File: src/rtl/alu_ctrl_pkg.sv
// alu_ctrl_pkg: shared ALU-op codes, control constants, shift-class rule and sequencer states
package alu_ctrl_pkg;
    typedef enum logic [1:0] {
        OP_ADD  = 2'd0,
        OP_FUNC = 2'd1,
        OP_SUB  = 2'd2,
        OP_RSV  = 2'd3
    } alu_op_e;

    typedef enum logic [1:0] {
        ST_IDLE   = 2'd0,
        ST_SINGLE = 2'd1,
        ST_ITER   = 2'd2
    } state_e;

    localparam int unsigned NOP_CTRL = 0;
    localparam int unsigned SUB_CTRL = 1;

    // the top bit of the function field marks a shift-class instruction
    function automatic int shift_bit(input int func_w);
        return func_w - 1;
    endfunction
endpackage

File: src/rtl/alu_ctrl_decode.sv
// alu_ctrl_decode: combinational ALU-op/function decode and shift-class detection
module alu_ctrl_decode
    import alu_ctrl_pkg::*;
#(
    parameter int FUNC_W = 5,
    parameter int CTRL_W = 4
) (
    input  logic [1:0]        alu_op,
    input  logic [FUNC_W-1:0] func_code,
    output logic [CTRL_W-1:0] ctrl,
    output logic              shift
);
    always_comb begin
        shift = alu_op == OP_FUNC && func_code[shift_bit(FUNC_W)];
        ctrl  = alu_op == OP_FUNC ? func_code[CTRL_W-1:0] :
                alu_op == OP_SUB  ? CTRL_W'(SUB_CTRL) : CTRL_W'(NOP_CTRL);
    end
endmodule

File: src/rtl/alu_ctrl_seq.sv
// alu_ctrl_seq: ALU control sequencer issuing one or more control beats per decoded instruction
module alu_ctrl_seq
    import alu_ctrl_pkg::*;
#(
    parameter int FUNC_W  = 5,
    parameter int CTRL_W  = 4,
    parameter int SHAMT_W = 5
) (
    input  logic               clk,
    input  logic               rst,
    input  logic               in_valid,
    output logic               in_ready,
    input  logic [1:0]         alu_op,
    input  logic [FUNC_W-1:0]  func_code,
    input  logic [SHAMT_W-1:0] shamt,
    output logic               out_valid,
    input  logic               out_ready,
    output logic [CTRL_W-1:0]  alu_ctrl,
    output logic               step_last,
    output logic               busy
);
    state_e              state, state_nx;
    logic [SHAMT_W-1:0]  cnt;
    logic [CTRL_W-1:0]   ctrl_q, dec_ctrl;
    logic                dec_shift, multi, last, in_fire, out_fire;

    alu_ctrl_decode #(.FUNC_W(FUNC_W), .CTRL_W(CTRL_W)) u_decode (
        .alu_op    (alu_op),
        .func_code (func_code),
        .ctrl      (dec_ctrl),
        .shift     (dec_shift)
    );

    assign multi    = dec_shift && shamt > SHAMT_W'(1);
    assign in_fire  = in_valid && in_ready;
    assign out_fire = out_valid && out_ready;
    assign alu_ctrl = ctrl_q;

    always_ff @(posedge clk or negedge rst)
        if (!rst) state <= ST_IDLE;
        else      state <= state_nx;

    always_comb
        state_nx = in_fire             ? (multi ? ST_ITER : ST_SINGLE) :
                   (out_fire && last)  ? ST_IDLE : state;

    always_comb begin
        out_valid = state != ST_IDLE;
        busy      = state == ST_ITER;
        last      = state == ST_SINGLE || (state == ST_ITER && cnt == SHAMT_W'(1));
        step_last = last;
        in_ready  = !out_valid || (out_ready && last);
    end

    // cnt holds the beats still to issue, including the one on the output now
    always_ff @(posedge clk or negedge rst)
        if (!rst) begin
            cnt    <= '0;
            ctrl_q <= CTRL_W'(NOP_CTRL);
        end else if (in_fire) begin
            cnt    <= multi ? shamt : '0;
            ctrl_q <= (dec_shift && shamt == '0) ? CTRL_W'(NOP_CTRL) : dec_ctrl;
        end else if (out_fire) begin
            cnt    <= last ? '0 : cnt - SHAMT_W'(1);
            ctrl_q <= last ? CTRL_W'(NOP_CTRL) : ctrl_q;
        end
endmodule

File: config.mk
export PLATFORM = sky130hd
export DESIGN_NAME = alu_ctrl_seq
export DESIGN_NICKNAME = d
export VERILOG_FILES = /design/src/rtl/alu_ctrl_pkg.sv /design/src/rtl/alu_ctrl_decode.sv /design/src/rtl/alu_ctrl_seq.sv
export SDC_FILE = /design/constraint.sdc
export NUM_CORES = 1
export LEC_CHECK = 0
export ABC_AREA = 0
export CELL_PAD_IN_SITES_DETAIL_PLACEMENT = 0
export CELL_PAD_IN_SITES_GLOBAL_PLACEMENT = 1
export CORE_MARGIN = 2
export CORE_UTILIZATION = 34
export DETAILED_ROUTE_END_ITERATION = 10
export PLACE_DENSITY_LB_ADDON = 0.1
export SETUP_SLACK_MARGIN = 0.5
export SLEW_MARGIN = 20
export SYNTH_ARGS = -nofsm -noshare
export SYNTH_HDL_FRONTEND = slang
export SYNTH_HIERARCHICAL = 1
export SYNTH_SLANG_ARGS = --single-unit
File: constraint.sdc
create_clock -name clk -period 2.4 [get_ports clk]
set_input_delay 0.24 -clock clk [delete_from_list [all_inputs] [get_ports clk]]
set_output_delay 0.24 -clock clk [all_outputs]
set_load 0.02 [all_outputs]
* Yosys cells after proc, flatten, opt, wreduce, memory -nomap -nowiden
Index checks and enable logic that the tools add are counted. W data, S select, Z words.
Storage, ports and cells: input bits 16, word-level logic and storage cells 40, memories 0, flip-flop bits (word level) 11, memory bits (read-only) 0, bits in latches 0, bits in writable memories 0
Operators by class: eq/ne operators 5, multipliers 0, order comparisons 1, bitwise gates (word level) 0, divide/modulo/power cells 0, $add $sub $neg 1, multiplexer cells 13, reductions and logical operators 17, shift operators 0
Operators with widths (count):
- $mux W4 | 5
- $mux W5 | 4
- $logic_and A1 B1 Y1 | 8
- $reduce_bool A2 Y1 | 4
- $mux W2 | 3
- $eq A5 B1 Y1 const B | 1
- $gt A5 B1 Y1 const B | 1
- $logic_not A5 Y1 | 1
- $sub A5 B1 Y5 const B | 1
- $eq A2 B1 Y1 const B | 2
- $eq A2 B2 Y1 const B | 2
- $logic_or A1 B1 Y1 | 2
- $reduce_and A2 Y1 | 1
- $logic_not A1 Y1 | 1
- $mux W1 | 1

* Depth between registers and ports, before layout
Gate-level depths: netlist of run 1.
depth after elaboration 8, mapped depth 6, gate-level depth less buffers 6

* By module
The synthesis of run 1 kept the hierarchy.
Modules (own cells, without submodules):
- alu_ctrl_seq | cells an instance 67, sequential area each 275.3 um^2, area each 641.9 um^2, instances 1
- alu_ctrl_decode | cells an instance 7, sequential area each 0.0 um^2, area each 52.6 um^2, instances 1

* Least setup slack after synthesis of run 1
Ideal clock, no wire load.
path type register to register, from register cnt[0], to register ctrl_q[0], in the netlist alu_ctrl[0], required time 2.279 ns, buffers on the path 0, data arrival time 1.436 ns, clock period less this slack 1.557 ns, slack 0.843 ns, stages on the path, launching flop included 6, cell sequence dfrtp_1 -> ha_1 -> nor3b_4 -> a32o_2 -> o311a_2 -> a22o_1
On the way: word-level cells in the longest chain between the ends 8, elaborated cells between the ends (all ways) 10
RTL lines:
- from (decl) | line alu_ctrl_seq.sv:23 | logic [SHAMT_W-1:0] cnt;
- from (signal assigned) | line alu_ctrl_seq.sv:61 | cnt <= multi ? shamt : '0;
- from (signal assigned) | line alu_ctrl_seq.sv:64 | cnt <= last ? '0 : cnt - SHAMT_W'(1);
- $eq A5 B1 Y1 (*) | line alu_ctrl_seq.sv:50 | last = state == ST_SINGLE || (state == ST_ITER && cnt == SHAMT_W'(1));
- $logic_and A1 B1 Y1 (*) | line alu_ctrl_seq.sv:50
- $logic_or A1 B1 Y1 (*) | line alu_ctrl_seq.sv:50
- $logic_and A1 B1 Y1 (*) | line alu_ctrl_seq.sv:52 | in_ready = !out_valid || (out_ready && last);
- $logic_or A1 B1 Y1 (*) | line alu_ctrl_seq.sv:52
- via in_ready | line alu_ctrl_seq.sv:12 | output logic in_ready,
- $logic_and A1 B1 Y1 (*) | line alu_ctrl_seq.sv:35 | assign in_fire = in_valid && in_ready;
- $reduce_bool A2 Y1 (no line)
- $reduce_and A2 Y1 (no line)
- to (signal assigned) | line alu_ctrl_seq.sv:59 | ctrl_q <= CTRL_W'(NOP_CTRL);
- to (signal assigned) | line alu_ctrl_seq.sv:62 | ctrl_q <= (dec_shift && shamt == '0) ? CTRL_W'(NOP_CTRL) : dec_ctrl;
- to (signal assigned) | line alu_ctrl_seq.sv:65 | ctrl_q <= last ? CTRL_W'(NOP_CTRL) : ctrl_q;
- to (decl) | line alu_ctrl_seq.sv:24 | logic [CTRL_W-1:0] ctrl_q, dec_ctrl;
Mark *: on every way through the listed nets, which the timed path passes. The rest lies on a longest branch. A chain may end at the register's enable or synchronous reset.

* Final worst setup path of run 1
from register state[1], to output port busy
On the way: word-level cells in the longest chain between the ends 1
RTL lines:
- from (decl) | line alu_ctrl_seq.sv:22 | state_e state, state_nx;
- from (signal assigned) | line alu_ctrl_seq.sv:41 | else state <= state_nx;
- $eq A2 B2 Y1 | line alu_ctrl_seq.sv:49 | busy = state == ST_ITER;
- to (decl) | line alu_ctrl_seq.sv:20 | output logic busy
No other way between the ends.

==> results of run 1 <==
## final cells by class
type,count,area [um2]
Clock buffer,4,26.3
Timing Repair Buffer,27,250
Sequential cell,11,275
Multi-Input combinational cell,54,385
Inverter,9,33.8
Fill cell,201,937
Tap cell,27,33.8
## cell families after synthesis
| family | share of synthesized area [%] |
|---|---|
| AND/OR/NAND/NOR | 23.2 |
| multiplexers | 4.32 |
| buffers and inverters | 4.86 |
| AO/OA/AOI/OAI | 21.8 |
| flip-flops | 39.6 |
| XOR/XNOR | 2.52 |
| adder cells (fa/ha/maj) | 3.60 |
## worst reg2reg max path: stages (launching register included)
cell     delay, ns
dfrtp_1       0.38
inv_1         0.07
ha_1          0.18
nor3b_4       0.16
a32o_2        0.27
buf_4         0.14
o311a_2       0.16
a22o_1        0.25
## metal layers
metal	global-route usage (%)	vias to the layer above	part of all wire [%]
li1	-	329	-
met1	18.1	317	47
met2	25.5	18	48
met3	2.45	2	4.8
met4	7.14	0	0.55
met5	0	-	0
## flip-flops by register name, summed over array words and instances, names as in the netlist
| signal | flops |
|---|---|
| cnt | 5 |
| alu_ctrl | 4 |
| state | 2 |
## metrics by stage
stage / utilization [%] / worst slack (ns)
3_3_place_gp: 49.4 / 0.427
5_1_grt: 51.7 / 0.511
2_1_floorplan: - / 0.843
6_report: 51.7 / 0.611
3_5_place_dp: 49.4 / 0.403
4_1_cts: 51.6 / 0.513
## power by group
part / internal, mW / switching (mW)
registers: 0.261 / 0.0850
logic: 0.291 / 0.313
clock network: 0.0643 / 0.0652
## synth_stat cells (3+ instances only)
library cell / instances
and2_1: 4
nand3_1: 3
dfrtp_1: 11
o21ai_1: 4
a22o_1: 4
inv_2: 3
a21oi_1: 3
mux2i_1: 3
inv_1: 6
nand2_1: 8
## worst max path at each step
stage                         start                 endpoint  cells past startpoint
4_1_cts          cnt[1]$_DFFE_PN0P_                 in_ready                      5
2_1_floorplan    cnt[0]$_DFFE_PN0P_  alu_ctrl[0]$_DFFE_PN0P_                      5
6_report       state[1]$_DFFE_PN0P_                     busy                      3
3_5_place_dp              out_ready                 in_ready                      4
3_3_place_gp              out_ready                 in_ready                      4
5_1_grt        state[1]$_DFFE_PN0P_                     busy                      3
## timing repair
item,4_1_cts,5_1_grt
endpoints found under the setup margin,2,2
hold endpoints to repair,0,0
pin swaps,1,1
buffers inserted,2,2
resized for setup,7,2
==> out/results.md, run 1 <==
| Metric | Value | Unit |
|:---|:---|:---|
| Total setup violations reported at the end of the flow | 0 | - |
| Post-Synthesis Cell Area | 694 | um2 |
| Core area | 1940 | um2 |
| Maximum clock frequency | 0.559 | GHz |
| Final-report max-slew violation count | 0 | - |
| CTS Buf Count | 3 | - |
| Type of the worst min-delay path | in2async | - |
| Primary FF master, synth | dfrtp_1 | - |
| Syn_nets | 92 | - |
| Standard cell with the maximum stage delay on the critical path | clkdlybuf4s50_1 | - |
| Vias in the first global route | 658 | - |
| Post-synth top area share | 39.6 | % |
| Ranking of synthesized cells by area | dfrtp_1 (40%), a22o_1 (5.0%), mux2i_1 (4.3%), nand2_1 (4.3%), and2_1 (3.6%) | - |
| Yosys warns | 6 | - |
| Proportion of layout cells with a drive suffix above 1 | 17.1 | % |
| Actual transition at the worst max-transition pin | 0.519 | ns |
| Iteration-0 DRC Markers | 7 | - |
| FP Rows | 16 | - |
| Total Power Consumption | 1.08 | mW |
| Post-detail-place hpwl | 1290 | um |
| Count of different cell masters after synthesis | 30 | - |
| Worst IR Drop VDD | 0.435 | mV |
| EDFF count, synth | 0 | - |
| First drt pass iteration count | 4 | - |
| Antenna-violating nets left | 0 | - |
| Detailed Route WL | 1640 | um |
| Leakage | 0.454 | nW |
| Skew-Pair Late Insertion Delay | 0.27 | ns |
| Seq/Total Area, Yosys | 39.6 | % |
| Routed wire length per instance | 12.4 | um |
| Number of register bits inferred by synthesis | 11 | - |
| Startpoint class of the critical path | register | - |
| Max Clock Skew | 0.00285 | ns |
| Total die area | 2420 | um2 |
| Cell count after placement | 124 | - |
| Area growth, synth to finish | 44.7 | % |
| Maximum clock path buffer count | 2 | - |
| Aggregate negative setup slack | 0 | ns |
| Number of buffers inserted by hold repair at cts | 0 | - |
| Number of nets in the finished design | 124 | - |
| Critical Path Fanout Max | 8 | - |
| Worst reg-to-reg setup slack | 0.68 | ns |
| Hold violation total from the final report | 0 | - |
| Count of port buffers added during placement | 23 | - |
| Clock tree from TritonCTS | done | - |
| Top-Level Pins | 24 | - |
| Max Cap Viol | 0 | - |
| Mean instance size in the synthesized netlist | 9.38 | um2 |
| Critical path capture point type | primary output | - |
| Critical path cell sequence | inv_1 -> nor2_1 -> clkdlybuf4s50_1 | - |
| Syn Inst Count | 74 | - |
| Sum of buffers and inverters on the critical path | 2 | - |
| Overall Global Routing Usage | 14.9 | % |
| Worst hold margin | 0.312 | ns |
| Antenna violations before repair | 0 | - |
| Crit-path max cell delay | 0.60 | ns |
| Top delay family on crit path | buffers and inverters | - |
| Buffer cell driving the clock tree root | clkbuf_4 | - |
| R2r startpoint | cnt[1]$_DFFE_PN0P_ | - |
| Most frequent cells in the layout | clkdlybuf4s50_1 (21), dfrtp_1 (11), nand2_1 (8) | - |
| H-Tree Level Count | 1 | - |
| Vias post-DR | 666 | - |
| Wire length of the first global-routing pass | 2750 | um |
| Ys async rst share | 100 | % |
| Most common cell after layout, fill and taps aside | clkdlybuf4s50_1 | - |
| Data arrival time at the worst-slack endpoint | 1.55 | ns |
| Final non-filler cell area | 1000 | um2 |
| Clock slew at reported path FFs | 0.07 | ns |
| Reg-to-Reg End | alu_ctrl[2]$_DFFE_PN0P_ | - |
| Pwr dens | 1070 | nW/um2 |
| Worst max-slew margin expressed relative to the limit | 65.3 | % |
| Overall die height | 49.2 | um |
| Synth area leader | dfrtp_1 | - |
| Number of non-filler instances in the completed layout | 132 | - |
| Cell depth of the worst flop-to-flop path | 7 | - |
| Setup repair after global routing missed its margin | no | - |
| Initial core utilization | 35.8 | % |
| Overall die width | 49.2 | um |
| Maximum number of pins on one net before global-route repair | 12 | - |
| Portion of the clock cycle consumed by the worst path in the final layout | 74.6 | % |
| Worst path required time | 2.16 | ns |
| Result of the run | completed | - |
| Final worst path period need | 1.79 | ns |
| DRC | 0 | - |
| GPL Wtd Cong | 0.699 | - |
| Placed Area | 958 | um2 |
| Clock tree sinks | 11 | - |
| Antenna fix cells | 0 | - |
| WS Path Type | reg2out | - |
| Grt total ovfl | 0 | - |
| Drt via density | 5.05 | - |
(Power assumes the default switching activity.)
==> run 2: changes to the inputs <==
Settings changed: CORE_UTILIZATION 34 to 32.
Clock period 2.4 ns to 1.8 ns, I/O delays scaled along.
==> run 2 against run 1 <==
Compared with the run above:
- first-iteration DRC count up 57%
- global-route usage is 0.16 points lower
- final area grew 14%
- critical path depth is 2 higher
- combinational power is 71% higher
- die area grew 5.8%
- highest routed layer unchanged
==> out/results.md, run 2 (synthesized netlist as in run 1, its figures left out) <==
| Metric | Value | Unit | Delta |
|:---|:---|:---|:---|
| Antenna violations before repair | 0 | - | unchanged |
| Final worst path period need | 1.60 | ns |  |
| Clock tree sinks | 11 | - | unchanged |
| Result of the run | completed | - |  |
| Routed wire length per instance | 11.9 | um | -4.2% |
| Worst IR Drop VDD | 0.602 | mV | +39% |
| Aggregate negative setup slack | 0 | ns | unchanged |
| First drt pass iteration count | 4 | - | unchanged |
| Most frequent cells in the layout | clkdlybuf4s50_1 (15), buf_4 (15), dfrtp_1 (9) | - |  |
| Flip-flop count of the largest register, all copies and words added | 5 | - | unchanged |
| Hold violation total from the final report | 0 | - | unchanged |
| Clock tree from TritonCTS | done | - |  |
| Grt total ovfl | 0 | - | unchanged |
| Maximum clock path buffer count | 2 | - | unchanged |
| Startpoint class of the critical path | register | - |  |
| Iteration-0 DRC Markers | 11 | - | +4 |
| Antenna-violating nets left | 0 | - | unchanged |
| Proportion of layout cells with a drive suffix above 1 | 35.7 | % | +19 points |
| Data arrival time at the worst-slack endpoint | 1.42 | ns | -0.13 ns |
| Core area | 2000 | um2 | +3.1% |
| Pwr dens | 1440 | nW/um2 | +34% |
| Final-report max-slew violation count | 0 | - | unchanged |
| FP Rows | 16 | - | unchanged |
| Number of buffers inserted by hold repair at cts | 0 | - | unchanged |
| Maximum clock frequency | 0.626 | GHz |  |
| Buffer cell driving the clock tree root | clkbuf_4 | - |  |
| Layout fillers | 190 | - | -5.5% |
| GPL Wtd Cong | 0.788 | - | +13% |
| Leakage | 0.538 | nW | +18% |
| Portion of the clock cycle consumed by the worst path in the final layout | 88.7 | % |  |
| Total die area | 2560 | um2 | +5.8% |
| Detailed Route WL | 1690 | um | +3.1% |
| Post-detail-place hpwl | 1310 | um | +2.0% |
| Vias in the first global route | 685 | - | +4.1% |
| Worst max-slew margin expressed relative to the limit | 65.8 | % | +0.56 points |
| Skew-Pair Late Insertion Delay | 0.27 | ns | about the same |
| Max Clock Skew | 0.00698 | ns | +0.00413 ns |
| Type of the worst min-delay path | in2async | - |  |
| Total Power Consumption | 1.64 | mW | +52% |
| H-Tree Level Count | 1 | - | unchanged |
| Critical Path Fanout Max | 3 | - | -5 |
| Top-Level Pins | 24 | - | unchanged |
| Initial core utilization | 34.7 | % | -1.1 points |
| Max Cap Viol | 0 | - | unchanged |
| Drt via density | 4.88 | - | -3.3% |
| Number of nets in the finished design | 134 | - | +8.1% |
| Area growth, synth to finish | 64.5 | % |  |
| Actual transition at the worst max-transition pin | 0.511 | ns | -0.00841 ns |
| Vias post-DR | 693 | - | +4.1% |
| Wire length of the first global-routing pass | 2870 | um | +4.2% |
| Maximum number of pins on one net before global-route repair | 12 | - | unchanged |
| DRC | 0 | - | unchanged |
| Clock slew at reported path FFs | 0.08 | ns | about the same |
| Overall die height | 50.6 | um | +2.8% |
| Antenna fix cells | 0 | - | unchanged |
| Overall die width | 50.6 | um | +2.8% |
| Count of port buffers added during placement | 23 | - | unchanged |
| Reg with most FFs | cnt | - |  |
| WS Path Type | reg2out | - |  |
| CTS Buf Count | 3 | - | unchanged |
| Worst path required time | 1.62 | ns | -0.54 ns |
| Overall Global Routing Usage | 14.8 | % | -0.16 points |
| Total setup violations reported at the end of the flow | 0 | - | unchanged |
| Critical path capture point type | primary output | - |  |
| Setup repair after global routing missed its margin | yes | - |  |
run 2: cell count changes in the layout (fill, tap and decap cells not counted), moves of 2 or more:
cell | before | now
buf_2 | 2 | 0
buf_4 | 4 | 15
buf_6 | 0 | 3
clkdlybuf4s50_1 | 21 | 15
dfrtp_1 | 11 | 9
dfrtp_2 | 0 | 2
dlygate4sd2_1 | 0 | 4
o21ai_2 | 0 | 2
run 2: repair_timing:
action | in CTS | in global routing
pin swaps | 8 | 2
resized for setup | 33 | 8
endpoints found under the setup margin | 19 | 15
endpoints found under the hold margin | 0 | 0
buffers inserted | 4 | 1
cloned | 0 | 0
run 2: stage by stage:
step           cells  setup WS, ns  util [%]  hold WS, ns  area, um2
4_1_cts          141         0.199      55.9        0.257       1120
6_report         142         0.204      57.1        0.246       1140
3_5_place_dp     133        0.0310      51.7        0.486       1040
2_1_floorplan     74         0.277         -       -0.116        704
5_1_grt          142         0.132      57.1        0.279       1140
3_3_place_gp     133        0.0426      51.7        0.487       1040
run 2: critical path, stage by stage (launching register included):
cell     delay [ns]
dfrtp_1        0.39
inv_2          0.08
ha_4           0.12
nor3b_4        0.21
a32o_2         0.23
buf_6          0.12
run 2: worst paths after layout:
| kind | start | endpoint | slack [ns] | cells after the start |
|---|---|---|---|---|
| min in group clk | shamt[3] | cnt[3]$_DFFE_PN0P_ | 0.47 | 3 |
| worst max register to register | cnt[1]$_DFFE_PN0P_ | alu_ctrl[0]$_DFFE_PN0P_ | 0.22 | 7 |
| worst max-delay path | cnt[1]$_DFFE_PN0P_ | in_ready | 0.20 | 5 |
| worst min-delay path | rst | alu_ctrl[1]$_DFFE_PN0P_ | 0.25 | 1 |
| worst min register to register | alu_ctrl[3]$_DFFE_PN0P_ | alu_ctrl[3]$_DFFE_PN0P_ | 0.50 | 1 |
| max in group asynchronous | rst | state[1]$_DFFE_PN0P_ | 1.18 | 1 |
run 2: report_power, final:
group          internal, mW  total, mW  switching [mW]
combinational         0.520       1.03           0.508
clock                0.0821      0.169          0.0866
sequential            0.352      0.446          0.0940
total                 0.954       1.64           0.688
run 2: layout make-up:
class	instances	area [um2]	share of cell area (%)
Timing Repair Buffer	37	332	29.0
Inverter	9	33.8	2.96
Clock buffer	3	22.5	1.97
Sequential cell	11	278	24.3
Clock inverter	1	5.00	0.438
Tap cell	27	33.8	2.96
Multi-Input combinational cell	54	438	38.3
run 2: per-layer routing:
metal  share of wire, %  track usage [%]
met1                 43             16.8
met2                 52             27.0
met3                4.7             2.98
met4               0.83             5.41
met5                  0                0
